$ cat src/rtl/mux8_arb_pkg.sv
// mux8_arb_pkg: shared constants, state encodings and helpers for mux8_rr_arbiter
package mux8_arb_pkg;
    localparam int N_REQ = 8;
    localparam int SEL_W = 3;
    localparam logic [0:0] ST_IDLE = 1'b0;
    localparam logic [0:0] ST_XFER = 1'b1;

    function automatic logic [N_REQ-1:0] onehot(input logic [SEL_W-1:0] idx);
        onehot = '0;
        onehot[idx] = 1'b1;
    endfunction
endpackage

$ cat src/rtl/arb_rr_pick8.sv
// arb_rr_pick8: combinational round-robin pick of the first set req bit starting at ptr
import mux8_arb_pkg::*;

module arb_rr_pick8 (
    input  logic [N_REQ-1:0] req,
    input  logic [SEL_W-1:0] ptr,
    output logic             any,
    output logic [SEL_W-1:0] winner
);
    logic [2*N_REQ-1:0] dbl;
    logic [N_REQ-1:0]   rot;
    logic [SEL_W-1:0]   off;

    // Rotate so ptr lands at bit 0; the lowest set bit is then the offset from ptr
    assign dbl = {req, req} >> ptr;
    assign rot = dbl[N_REQ-1:0];

    always_comb begin
        off = '0;
        for (int i = N_REQ - 1; i >= 0; i--)
            if (rot[i]) off = SEL_W'(i);
    end

    assign any    = |req;
    assign winner = ptr + off;
endmodule

$ cat src/rtl/mux8_rr_arbiter.sv
// mux8_rr_arbiter: round-robin 8:1 word selector with registered valid/ready output and ack.
// Optional transfer counter (xfer_cnt, cnt_clr) enabled by defining MUX8_ARB_XFER_CNT_EN.
import mux8_arb_pkg::*;

module mux8_rr_arbiter #(
    parameter int WIDTH = 4
) (
    input  logic                   clk,
    input  logic                   rst_n,
`ifdef MUX8_ARB_XFER_CNT_EN
    input  logic                   cnt_clr,
    output logic [7:0]             xfer_cnt,
`endif
    input  logic [N_REQ-1:0]       req,
    input  logic [N_REQ*WIDTH-1:0] in_data,
    output logic [N_REQ-1:0]       grant,
    output logic [N_REQ-1:0]       ack,
    output logic [SEL_W-1:0]       sel,
    output logic [WIDTH-1:0]       out_data,
    output logic                   out_valid,
    input  logic                   out_ready,
    output logic                   busy
);
    logic [0:0]       state;
    logic [SEL_W-1:0] ptr;
    logic [SEL_W-1:0] win;
    logic             any;
    logic             hs;

    arb_rr_pick8 u_pick (
        .req    (req),
        .ptr    (ptr),
        .any    (any),
        .winner (win)
    );

    assign hs  = out_valid && out_ready;
    assign ack = hs ? grant : '0;

    always_ff @(posedge clk or negedge rst_n) begin
        if (!rst_n) begin
            state     <= ST_IDLE;
            ptr       <= '0;
            grant     <= '0;
            sel       <= '0;
            out_data  <= '0;
            out_valid <= 1'b0;
            busy      <= 1'b0;
        end else if (state == ST_IDLE) begin
            if (any) begin
                state     <= ST_XFER;
                sel       <= win;
                grant     <= onehot(win);
                out_data  <= in_data[int'(win)*WIDTH +: WIDTH];
                out_valid <= 1'b1;
                busy      <= 1'b1;
            end
        end else if (hs) begin
            state     <= ST_IDLE;
            grant     <= '0;
            out_valid <= 1'b0;
            busy      <= 1'b0;
            ptr       <= sel + SEL_W'(1);
        end
    end

`ifdef MUX8_ARB_XFER_CNT_EN
    always_ff @(posedge clk or negedge rst_n) begin
        if (!rst_n)
            xfer_cnt <= '0;
        else if (cnt_clr)
            xfer_cnt <= '0;
        else if (hs && xfer_cnt != 8'hFF)
            xfer_cnt <= xfer_cnt + 8'd1;
    end
`endif
endmodule

$ cat config.mk
export PLATFORM = sky130hd
export DESIGN_NAME = mux8_rr_arbiter
export DESIGN_NICKNAME = d
export VERILOG_FILES = /design/src/rtl/mux8_arb_pkg.sv /design/src/rtl/arb_rr_pick8.sv /design/src/rtl/mux8_rr_arbiter.sv
export SDC_FILE = /design/constraint.sdc
export NUM_CORES = 1
export LEC_CHECK = 0
export ABC_AREA = 1
export ABC_CLOCK_PERIOD_IN_PS = 3310
export CAP_MARGIN = 20
export CORE_UTILIZATION = 44
export DETAILED_ROUTE_END_ITERATION = 10
export PLACE_DENSITY = 0.89
export SETUP_SLACK_MARGIN = 0.2
export SYNTH_ARGS = -nofsm -noshare
export SYNTH_HDL_FRONTEND = slang
export SYNTH_SLANG_ARGS = --single-unit
$ cat constraint.sdc
create_clock -name clk -period 3.31 [get_ports clk]
set_input_delay 0.993 -clock clk [delete_from_list [all_inputs] [get_ports clk]]
set_output_delay 0.993 -clock clk [all_outputs]
set_load 0.005 [all_outputs]
==> impl_metrics.tcl <==
set metrics [dict create \
    cp_slowest_cell "fa_2" \
    fill_cells 242 \
    synth-async-reset-ratio 1.00 \
    die-area_sq_mm 0.00411 \
    maxCapViolCount 0 \
    fmax_mhz 316 \
    synth_seq_cells 20 \
    numPortBuffers 67 \
    wl_per_cell_um 14.5 \
    tightestPinTransition_ps 870 \
    power_frac_clock 0.278 \
    period_needed_ps 3170 \
    grt_pass1_vias 1835 \
    fin_area_sq_mm 0.00291 \
    tritoncts "yes" \
    start_util 0.460 \
    core_area_sq_mm 0.00369 \
    power_frac_seq 0.372 \
    r2r-start "ptr[0]" \
    r2r_end "out_data[0]" \
    synth_edf_count 0 \
    slew_viol_final 0 \
    cts_made_buffers 3 \
    critPathRequiredTime_ps 3500 \
    first_pass_iters 5 \
    num-nets-final 388 \
    final-setup-viol-count 0 \
    combPwrFrac 0.350 \
    ir_drop_mv 0.146 \
    routed_wirelength_um 5650 \
    path_max_fanout 4 \
    yosysSeqAreaShare 0.295 \
    p_sw_frac 0.285 \
    drive_above_1_share 0.331 \
    drtAntennaViolNets 0 \
    clk_path_buf_depth 2 \
    path_buf_inv 3 \
    synth_cells 254 \
    antennaDiodeCount 0 \
    clock_sinks 20 \
    clkSlewWorstSetupHoldPaths_ps 70 \
    fin_skew_ps 4.15 \
    gp_congestion 0.851 \
    r2r_slack_ps 190 \
    drc 0 \
    place_hpwl_um 3590 \
    dpl_cell_area_sq_mm 0.00254 \
    vias 2127 \
    critical_path_class "in -> reg" \
    crit_family "adder cells" \
    worstPathArrival_ps 3360 \
    p_int_mw 0.470 \
    yosys_warnings 0 \
    crit_end "out_data[0]" \
    crit_path_cell_trace "buf_4, nand2_2, nand3_2, nand3_2, nand2_2, nor2_1, o21ai_1, nand2_1, a21boi_2, ha_2, fa_2, buf_6, o21ai_2, o22ai_1, inv_1, nand2_1, nand3_1, nand2_1" \
    critPathLaunchType "primary input" \
    p_switching_mw 0.187 \
    htree_levels 1 \
    grt_start_max_net_pins 21 \
    end_kind "flop" \
    vias_per_cell 5.47 \
    status "completed" \
    yosysUniqueCellTypes 31 \
    grt.overflow.total 0 \
    dr.first_iter.drc_count 107 \
    synth_nets 300 \
    finalSetupTns_ps 0 \
    hold_viol 0 \
    slowest_delay_ps 690 \
    power_mw 0.657 \
    rsz0062_at_grt "yes" \
    antenna_found_initial 0 \
    ff2ff_path_depth 19 \
    clock-root-buffer "clkbuf_8" \
    synth_area_sq_mm 0.00170 \
    fin_util 0.789 \
    grt_pass1_wl_um 7980 \
    power.leakage_nw 1.31 \
    avgSynthCellArea_sq_um 6.67 \
    grtUsageTotal 0.245 \
    chipWidth_um 64.1 \
    synth_flop_cell "dfrtp_1" \
    ioPinCount 68 \
    critical_path.most_common_cell "nand2_1" \
    p_per_area_mw_per_mm2 226 \
    critPathLaunch "req[1]" \
    core.rowCount 22 \
    hold_ws_ps 502 \
    cp.depth 18 \
    maxSlewHeadroom 0.418 \
    hold_path_class "reg -> reg" \
    areaGrowthSynthToFinish_pct 71.7 \
    die_h_um 64.1 \
    period_share 0.957 \
    clock_latency_ps 250 \
]
## power by group through the flow
stage | logic (mW) | registers, mW | clock network (mW)
after global routing | 0.245 | 0.244 | 0.192
after detailed placement | 0.191 | 0.249 | 0
final | 0.230 | 0.244 | 0.183
after floorplan | 0.0972 | 0.249 | 0
after global placement | 0.187 | 0.249 | 0
after CTS | 0.198 | 0.244 | 0.181
## cell usage after synthesis, types with 4 or more instances
cell / instances / area [sq um]
nand2_1: 80 / 300
nand3_1: 27 / 135
nor2_1: 23 / 86.3
inv_1: 21 / 78.8
dfrtp_1: 20 / 500
nand2_2: 16 / 100
o21ai_0: 13 / 65.1
a21oi_1: 7 / 35.0
nand3_2: 5 / 50.1
a32o_1: 4 / 40.0
o21ai_1: 4 / 20.0
o22ai_1: 4 / 25.0
## layout by cell type (no fill, tap or decap), drive strengths merged
cell type / synthesis / final
a21boi: 1 / 1
a21oi: 7 / 7
a31oi: 2 / 2
a32o: 4 / 4
buf: 6 / 32
clkbuf: 3 / 4
clkdlybuf4s50: 0 / 57
clkinvlp: 0 / 1
dfrtp: 20 / 20
dlygate4sd2: 0 / 2
fa: 1 / 1
ha: 2 / 2
inv: 24 / 24
nand2: 98 / 98
nand3: 33 / 33
nor2: 28 / 28
nor4: 2 / 2
o21ai: 17 / 17
o22ai: 4 / 4
xnor2: 1 / 1
xor2: 1 / 1
## per-layer routing
| layer | vias up | share of wire | track usage |
|---|---|---|---|
| li1 | 1003 | - | - |
| met1 | 1007 | 0.43 | 0.316 |
| met2 | 97 | 0.51 | 0.438 |
| met3 | 20 | 0.041 | 0.0196 |
| met4 | 0 | 0.022 | 0.0653 |
| met5 | - | 0 | 0 |
## tightest hold or removal path, cell delays in order (launching register included)
cell and delay, ps:
dfrtp_1 340, nand2_1 60, nand2_1 60
## area by class of cell
class | count | area [sq um] | share of cell area
clock buffer | 4 | 55.1 | 0.0189
inverter | 24 | 100 | 0.0344
multi-input combinational | 201 | 1290 | 0.445
sequential | 20 | 505 | 0.174
tap | 48 | 60.1 | 0.0206
timing repair buffer | 91 | 888 | 0.305
timing repair inverter | 1 | 7.51 | 0.00258
## per-stage QoR
stage	cells	setup WS, ps
after floorplan	254	205
after global placement	377	-420
after detailed placement	377	-554
after CTS	385	198
after global routing	389	55.1
final	389	142
## cells by family after synthesis
kind of cell / Yosys count / synth area share
and+or+nand+nor: 161 / 0.457
AOI/OAI and AO/OA: 35 / 0.121
buffers and inverters: 33 / 0.0900
DFF: 20 / 0.295
adders and majority gates: 3 / 0.0266
xor gates and xnor gates: 2 / 0.0103
## worst min path at each step
stage	cells after the start	to	from
after floorplan	2	out_data[0]	out_data[0]
after global placement	2	out_data[1]	out_data[1]
after detailed placement	2	out_data[2]	out_data[2]
after CTS	2	out_data[2]	out_data[2]
after global routing	2	out_data[3]	out_data[3]
final	2	out_data[2]	out_data[2]
## registers in the layout (all words and copies together), names as in the netlist
signal	cells
busy	1
out_data	4
sel	3
grant	8
state	1
ptr	3
## timing repair
item	4_1_cts	5_1_grt
buffers inserted	3	4
resized for setup	64	50
cloned	1	0
hold buffers	0	0
endpoints found under the setup margin	22	11
endpoints found under the hold margin	0	0
pin swaps	28	37
Note: power is estimated with default switching activity, not from simulation.
==> RTL edit: new RTL, same settings <==
`WIDTH`: 4 -> 3.
--- a/src/rtl/mux8_rr_arbiter.sv
+++ b/src/rtl/mux8_rr_arbiter.sv
@@ -4,5 +4,5 @@
 
 module mux8_rr_arbiter #(
-    parameter int WIDTH = 4
+    parameter int WIDTH = 3
 ) (
     input  logic                   clk,
Ports: changed (resized in_data and out_data); port bits go from 68 to 59. No check against the original RTL was run, so the function may have changed too.
==> RTL edit against the unedited design <==
The run now ends with negative setup slack left; count of clock-buffer cells in the layout shrank 1; final area shrank 9.3%; first-iteration DRC count shrank 43%; synthesized cell count shrank 6.7%; worst setup slack lost 0.19 ns; via count shrank 11%; wire length shrank 16%; sequential cell count shrank 1; synthesized area shrank 1.3%; largest cell class unchanged; highest routed layer unchanged.
Power is left out: it rests on default switching activity, and per cell area and clock period it moved more than threefold.
==> RTL edit: results (changes against the unedited design) <==
stage	metric	value	unit	change
run_status	outcome	complete, but fails checks		
run_status	failed_checks	negative setup slack		
synthesis	ys_seq_area_frac	0.284		-0.0110
timing	setup_ws	-0.0515	ns	-0.193 ns
setup_path	cp_max_fo	5		+1
finish	syn_to_final_growth	57.8	%	
synthesis	syn_area_per_cell	7.06	µm²	+5.7%
setup_path	arrival	3.55	ns	+0.19 ns
route	via_per_inst	5.11		-6.5%
global_route	use_met3	0.0344		+0.0148
synthesis	synth_compound_area_frac	0.113		-0.00809
route	m1WireLength	2.04	mm	-16%
placed_design	place_ws	-0.636	ns	-0.0824 ns
placed_design	place_area	0.00249	mm²	-1.9%
global_route	grt_max_degree	20		-4.8%
placed_design	place_inst	359		-4.8%
route	drtIter0Drc	61		-43%
global_route	track_usage	0.253		+0.00781
route	wl_met2	2.49	mm	-13%
finish	signal_buffers	86		-5.5%
synthesis	synth.area.top_cells	dfrtp_1 28%, nand2_1 16%, nand2_2 6.0%		
finish	seq_cells	19		-5.0%
global_route	use_met2	0.456		+0.0186
placed_design	io_buffers	58		-13%
synthesis	yosys.area_share.adder	0.0269		+0.000358
timing	finalSetupViolCount	6		+6
[RTL edit: cell count changes in the layout (fill, tap and decap cells not counted), sizes merged, moves of 2 or more]
cell / delta
inv: +2
nand2: -5
buf: +4
nand3: -2
nor2: -5
clkdlybuf4s50: -9
a21oi: -2
a31oi: -2
[RTL edit: through the flow]
stage,setup TNS (ns),hold slack (ns)
global placement,-5.67,0.479
global route,-1.27,0.537
CTS,0,0.509
floorplan,0,0.465
detailed placement,-6.84,0.484
finish,-0.103,0.510
[RTL edit: worst paths after layout]
kind | startpoint | cells after the start | endpoint | slack, ns
min | grant[6] | 2 | grant[6] | 0.51
max | req[4] | 20 | grant[5] | -0.05
max in group asynchronous | rst_n | 1 | grant[3] | 1.56
max reg2reg | ptr[0] | 19 | grant[5] | 0.01
min reg2reg | grant[6] | 2 | grant[6] | 0.51
min in group asynchronous | rst_n | 1 | grant[7] | 1.22
